## config.mk

```make
export PLATFORM = sky130hd
export DESIGN_NAME = i2c_slave_regmap
export DESIGN_NICKNAME = d
export VERILOG_FILES = /design/src/rtl/i2c_slave_regmap.sv
export SDC_FILE = /design/constraint.sdc
export NUM_CORES = 1
export LEC_CHECK = 0
export CAP_MARGIN = 10
export CORE_MARGIN = 2
export CORE_UTILIZATION = 51
export DETAILED_ROUTE_END_ITERATION = 6
export PLACE_DENSITY = 0.83
export RECOVER_POWER = 100
export SLEW_MARGIN = 20
export SYNTH_ARGS = -nofsm -noshare
export SYNTH_HDL_FRONTEND = slang
export SYNTH_SLANG_ARGS = --single-unit
export TNS_END_PERCENT = 10
```

## constraint.sdc

```tcl
create_clock -name clk -period 1.9 [get_ports clk]
set_clock_uncertainty 0.1 [all_clocks]
set_input_delay 0.38 -clock clk [delete_from_list [all_inputs] [get_ports clk]]
set_output_delay 0.38 -clock clk [all_outputs]
set_load 0.01 [all_outputs]
```

## src/rtl/i2c_slave_regmap.sv

```systemverilog
// I2C target with a byte-wide register-map port, fully synchronous to clk.
// SCL/SDA are sampled as data, glitch-filtered, and decoded by one FSM.
`timescale 1ns/1ps
module i2c_slave_regmap #(
  parameter logic [6:0] SLAVE_ADDR = 7'h5A,
  parameter int         FILTER_LEN = 3,
  parameter bit         AUTO_INC   = 1'b1
) (
  input  logic       clk,
  input  logic       rstn,
  input  logic       scl_in,
  input  logic       sda_in,
  output logic       sda_oe,
  output logic [7:0] reg_addr,
  output logic [7:0] reg_wdata,
  output logic       reg_we,
  input  logic [7:0] reg_rdata,
  output logic       reg_re,
  output logic       busy
);

  localparam logic [3:0] IDLE      = 4'd0;
  localparam logic [3:0] ADDR      = 4'd1;
  localparam logic [3:0] ACK_ADDR  = 4'd2;
  localparam logic [3:0] WR_PTR    = 4'd3;
  localparam logic [3:0] ACK_PTR   = 4'd4;
  localparam logic [3:0] WR_DATA   = 4'd5;
  localparam logic [3:0] ACK_WR    = 4'd6;
  localparam logic [3:0] RD_DATA   = 4'd7;
  localparam logic [3:0] RD_ACK    = 4'd8;
  localparam logic [3:0] WAIT_STOP = 4'd9;

  logic [1:0] raw_in;
  logic [1:0] filt;
  assign raw_in = {sda_in, scl_in};

  // Index 0 = SCL, 1 = SDA: synchroniser then a stable-count filter.
  generate
    for (genvar gi = 0; gi < 2; gi++) begin : g_cond
      logic       sync1_reg;
      logic       sync2_reg;
      logic       filt_reg;
      logic [2:0] cnt_reg;

      always_ff @(posedge clk or negedge rstn) begin
        if (!rstn) begin
          sync1_reg <= 1'b1;
          sync2_reg <= 1'b1;
          filt_reg  <= 1'b1;
          cnt_reg   <= 3'd0;
        end else begin
          sync1_reg <= raw_in[gi];
          sync2_reg <= sync1_reg;
          if (sync2_reg == filt_reg) begin
            cnt_reg <= 3'd0;
          end else if (cnt_reg == 3'(FILTER_LEN - 1)) begin
            filt_reg <= sync2_reg;
            cnt_reg  <= 3'd0;
          end else begin
            cnt_reg <= cnt_reg + 3'd1;
          end
        end
      end

      assign filt[gi] = filt_reg;
    end
  endgenerate

  logic scl_q_reg, sda_q_reg;
  logic scl_f, sda_f;
  logic scl_rise, scl_fall, start_cond, stop_cond;

  assign scl_f = filt[0];
  assign sda_f = filt[1];

  always_ff @(posedge clk or negedge rstn) begin
    if (!rstn) begin
      scl_q_reg <= 1'b1;
      sda_q_reg <= 1'b1;
    end else begin
      scl_q_reg <= scl_f;
      sda_q_reg <= sda_f;
    end
  end

  assign scl_rise   = scl_f & ~scl_q_reg;
  assign scl_fall   = ~scl_f & scl_q_reg;
  assign start_cond = scl_f & scl_q_reg & sda_q_reg & ~sda_f;
  assign stop_cond  = scl_f & scl_q_reg & ~sda_q_reg & sda_f;

  logic [3:0] state_reg;
  logic [3:0] cnt_reg;
  logic [7:0] shift_reg;
  logic [7:0] addr_reg;
  logic [7:0] wdata_reg;
  logic       we_reg, re_reg, oe_reg, busy_reg;
  logic       rw_reg, nack_reg, inc_reg;
  logic       shifting, bit_in, byte_done;

  assign shifting  = (state_reg == ADDR) || (state_reg == WR_PTR) || (state_reg == WR_DATA);
  assign bit_in    = scl_rise && (cnt_reg != 4'd8);
  assign byte_done = scl_fall && (cnt_reg == 4'd8);

  always_ff @(posedge clk or negedge rstn) begin
    if (!rstn) begin
      state_reg <= IDLE;
      cnt_reg   <= 4'd0;
      shift_reg <= 8'd0;
      addr_reg  <= 8'd0;
      wdata_reg <= 8'd0;
      we_reg    <= 1'b0;
      re_reg    <= 1'b0;
      oe_reg    <= 1'b0;
      busy_reg  <= 1'b0;
      rw_reg    <= 1'b0;
      nack_reg  <= 1'b0;
      inc_reg   <= 1'b0;
    end else begin
      we_reg  <= 1'b0;
      re_reg  <= 1'b0;
      inc_reg <= 1'b0;
      // Pointer bump lands one clk after the strobe that consumed it.
      if (inc_reg) addr_reg <= addr_reg + 8'd1;

      if (stop_cond) begin
        state_reg <= IDLE;
        oe_reg    <= 1'b0;
        busy_reg  <= 1'b0;
        cnt_reg   <= 4'd0;
      end else if (start_cond) begin
        state_reg <= ADDR;
        oe_reg    <= 1'b0;
        cnt_reg   <= 4'd0;
      end else begin
        if (shifting && bit_in) begin
          shift_reg <= {shift_reg[6:0], sda_f};
          cnt_reg   <= cnt_reg + 4'd1;
        end
        case (state_reg)
          ADDR: begin
            if (byte_done) begin
              cnt_reg <= 4'd0;
              if (shift_reg[7:1] == SLAVE_ADDR) begin
                state_reg <= ACK_ADDR;
                oe_reg    <= 1'b1;
                busy_reg  <= 1'b1;
                rw_reg    <= shift_reg[0];
              end else begin
                state_reg <= IDLE;
              end
            end
          end
          WR_PTR: begin
            if (byte_done) begin
              cnt_reg   <= 4'd0;
              addr_reg  <= shift_reg;
              oe_reg    <= 1'b1;
              state_reg <= ACK_PTR;
            end
          end
          WR_DATA: begin
            if (byte_done) begin
              cnt_reg   <= 4'd0;
              wdata_reg <= shift_reg;
              we_reg    <= 1'b1;
              oe_reg    <= 1'b1;
              inc_reg   <= AUTO_INC;
              state_reg <= ACK_WR;
            end
          end
          ACK_PTR, ACK_WR: begin
            if (scl_fall) begin
              oe_reg    <= 1'b0;
              cnt_reg   <= 4'd0;
              state_reg <= WR_DATA;
            end
          end
          ACK_ADDR: begin
            if (scl_fall) begin
              cnt_reg <= 4'd0;
              if (rw_reg) begin
                shift_reg <= reg_rdata;
                re_reg    <= 1'b1;
                oe_reg    <= ~reg_rdata[7];
                inc_reg   <= AUTO_INC;
                state_reg <= RD_DATA;
              end else begin
                oe_reg    <= 1'b0;
                state_reg <= WR_PTR;
              end
            end
          end
          RD_DATA: begin
            // cnt_reg counts bits already driven after bit 7.
            if (scl_fall) begin
              if (cnt_reg == 4'd7) begin
                oe_reg    <= 1'b0;
                cnt_reg   <= 4'd0;
                state_reg <= RD_ACK;
              end else begin
                oe_reg    <= ~shift_reg[6];
                shift_reg <= {shift_reg[6:0], 1'b0};
                cnt_reg   <= cnt_reg + 4'd1;
              end
            end
          end
          RD_ACK: begin
            if (scl_rise) begin
              nack_reg <= sda_f;
              cnt_reg  <= 4'd1;
            end else if (scl_fall && cnt_reg == 4'd1) begin
              cnt_reg <= 4'd0;
              if (!nack_reg) begin
                shift_reg <= reg_rdata;
                re_reg    <= 1'b1;
                oe_reg    <= ~reg_rdata[7];
                inc_reg   <= AUTO_INC;
                state_reg <= RD_DATA;
              end else begin
                oe_reg    <= 1'b0;
                busy_reg  <= 1'b0;
                state_reg <= WAIT_STOP;
              end
            end
          end
          default: begin
          end
        endcase
      end
    end
  end

  assign sda_oe    = oe_reg;
  assign reg_addr  = addr_reg;
  assign reg_wdata = wdata_reg;
  assign reg_we    = we_reg;
  assign reg_re    = re_reg;
  assign busy      = busy_reg;

endmodule

```

==> reports/results.ini <==
[status]
status=finished, violations left
violations=negative setup slack

[cells_and_area]
final_nets=380
layout-drive-gt1-share=0.364
n_fill_cell=367
stdcell_area_mm2=0.00398
fin_util=0.723
synthToLayoutAreaGrowth_pct=37.2
antennaDiodeCount=0

[route]
drt_iter0_drc=210
firstDrtPassIters=4
dr_total_vias=2488
via_per_inst=5.69
postRouteAntennaNets=0
drc_errors=0
wl_um=7600
wl_per_cell_um=17.4

[floorplan]
die_y_um=79.4
core-area_mm2=0.00551
dieArea_mm2=0.00631
dieWidth_um=79.4
rows=27
io_pins=32
initial_utilization=0.527

[global_routing]
grt_usage=0.240
grt_start_max_net_pins=54
antenna_found_initial=0
gr-total-overflow=0
grt_pass1_vias=2492
grt_pass1_wl_um=11800

[setup_path]
setup.worst_path.start=cnt_reg[1]
critPathTopFamily=simple AND/OR/NAND/NOR gates
worstRegToRegCells=7
critPathLaunchType=register
worst-endpoint-arrival_ps=2130
path_buf_inv=2
r2r_end=reg_wdata[1]
slowest_delay_ps=420
cp.required_ps=1990
r2r-start=cnt_reg[1]
crit_cells=7
worstSetupPathType=register to register
slowest_stage=dfrtp_1
crit_path_end=reg_wdata[1]
path_max_fanout=10
r2r_setup_slack_ps=-130
crit_chain=inv_2, ha_4, nand3b_1, nor3_2, and3b_2, buf_12, mux2_2
end_kind=register

[yosys]
yosysUniqueCellTypes=64
synth_cells=282
synth_area_leaders=dfrtp_1 39%, dfstp_2 7.2%, mux2_2 3.9%
seq_area_frac_synth=0.461
synth_edf_count=0
synth.most_common_cell=dfrtp_1
ys.flop_type=dfrtp_1
syn_area_per_cell_um2=10.3
ys_async_sr_fraction=1.00
yosys_warnings=0
synthesis.nets=298
yosysTopAreaCellShare=0.388
synth_area_leader_cell=dfrtp_1
synthTopCellsByCount=45 x dfrtp_1, 26 x nor2_1, 22 x nand2_1
synth_area_mm2=0.00290
ys_seq_elements=53

[clocking]
clk_transition_reported_paths_ps=90
clockBufferDepth=2
worstSkewPairLatency_ps=300
cts-htree-levels=2
cts_sinks=53
cts_tree=done
clockRootBuffer=clkbuf_8
cts_buffers=5

[sta]
layout_min_cycle_time_ps=2030
finalMaxSlewViolations=0
period_share=1.07
rsz0062_at_grt=yes
tightest_slew_ps=484
slew_headroom=0.673
post-route-worst-setup-slack_ps=-132
hold_violations=0
finalSetupTns_ps=-2340
finalSetupViolations=28
fmax_mhz=492

[place]
dpl_cell_area_mm2=0.00361
hpwl_um=5190
routabilityCongestion=0.901
io_buffer_count=31

[power_and_ir_drop]
ir_worst_vdd_uv=771
power.leakage_nw=1.77
total_power_w=0.00359
power_per_cell_area_mw_per_mm2=902

[hold_path]
holdCritPathClass=register to register

[flow_run]
cap_viol_max_count=0

through the flow:
step	worst slack [ps]	instances	hold WS [ps]
global placement	-153	420	246
global route	-182	437	271
finish	-132	437	262
detailed placement	-271	420	248
floorplan	-95.1	282	-15.6
CTS	-72.2	432	265
layout by cell type, fill, tap and decap left out, types with 5 or more instances in the layout:
cell             instances
a21oi_1                 11
nand4_1                  5
nor2_1                  23
nor2b_1                 14
dfrtp_2                  5
o21ai_0                  9
dfstp_2                  8
nand2_1                 21
xnor2_1                  5
clkdlybuf4s50_1         28
dfrtp_1                 40
a221o_1                  7
nor3_1                   5
mux2_4                   6
clkbuf_8                 5
buf_4                   52
xor2_1                   7
cells by family (layout without fill, tap and decap cells):
kind of cell | after synthesis | count (layout) | synth area share
compound gates | 68 | 68 | 0.172
xor+xnor | 12 | 12 | 0.0362
fa+ha+maj | 4 | 4 | 0.0172
buf+inv | 20 | 103 | 0.0367
flops | 53 | 53 | 0.461
mux | 16 | 16 | 0.0604
simple gates | 109 | 109 | 0.217
cell type report:
| type | count | area, um2 | area share |
|---|---|---|---|
| inverters | 5 | 18.8 | 0.00472 |
| clock buffers | 6 | 72.6 | 0.0182 |
| flip-flops and latches | 53 | 1340 | 0.337 |
| multi-input cells | 209 | 1650 | 0.415 |
| clock inverters | 2 | 13.8 | 0.00346 |
| repair buffers | 90 | 791 | 0.199 |
| well taps | 72 | 90.1 | 0.0226 |
report_power, final:
group | total (W) | switching (W) | internal (W) | leakage, nW
clock network | 0.000629 | 0.000365 | 0.000263 | 0.0456
registers | 0.00161 | 0.000257 | 0.00135 | 0.694
logic | 0.00136 | 0.000642 | 0.000715 | 1.03
total | 0.00359 | 0.00126 | 0.00233 | 1.77
routing by layer:
metal,wire length [um],GRT usage
met4,119,0.0759
met1,3360,0.326
met5,0,0
met3,280,0.0317
met2,3840,0.400
worst min-delay path by stage:
stage	startpoint	end	slack, ps	cells after the start
after global placement	g_cond[0].sync1_reg	g_cond[0].sync2_reg	250	0
after CTS	g_cond[1].sync1_reg	g_cond[1].sync2_reg	270	0
after floorplan	rstn	busy	-20	0
final	g_cond[0].sync1_reg	g_cond[0].sync2_reg	260	0
after global routing	g_cond[1].sync1_reg	g_cond[1].sync2_reg	270	0
after detailed placement	g_cond[1].sync1_reg	g_cond[1].sync2_reg	250	0
what timing repair did:
item	4_1_cts	5_1_grt
hold buffers	1	0
cloned	1	0
setup buffers	2	5
endpoints found under the hold margin	45	0
pin swaps	3	7
gates resized for setup	18	38
endpoints found under the setup margin	34	36
Power figures use the tool's default switching activity.
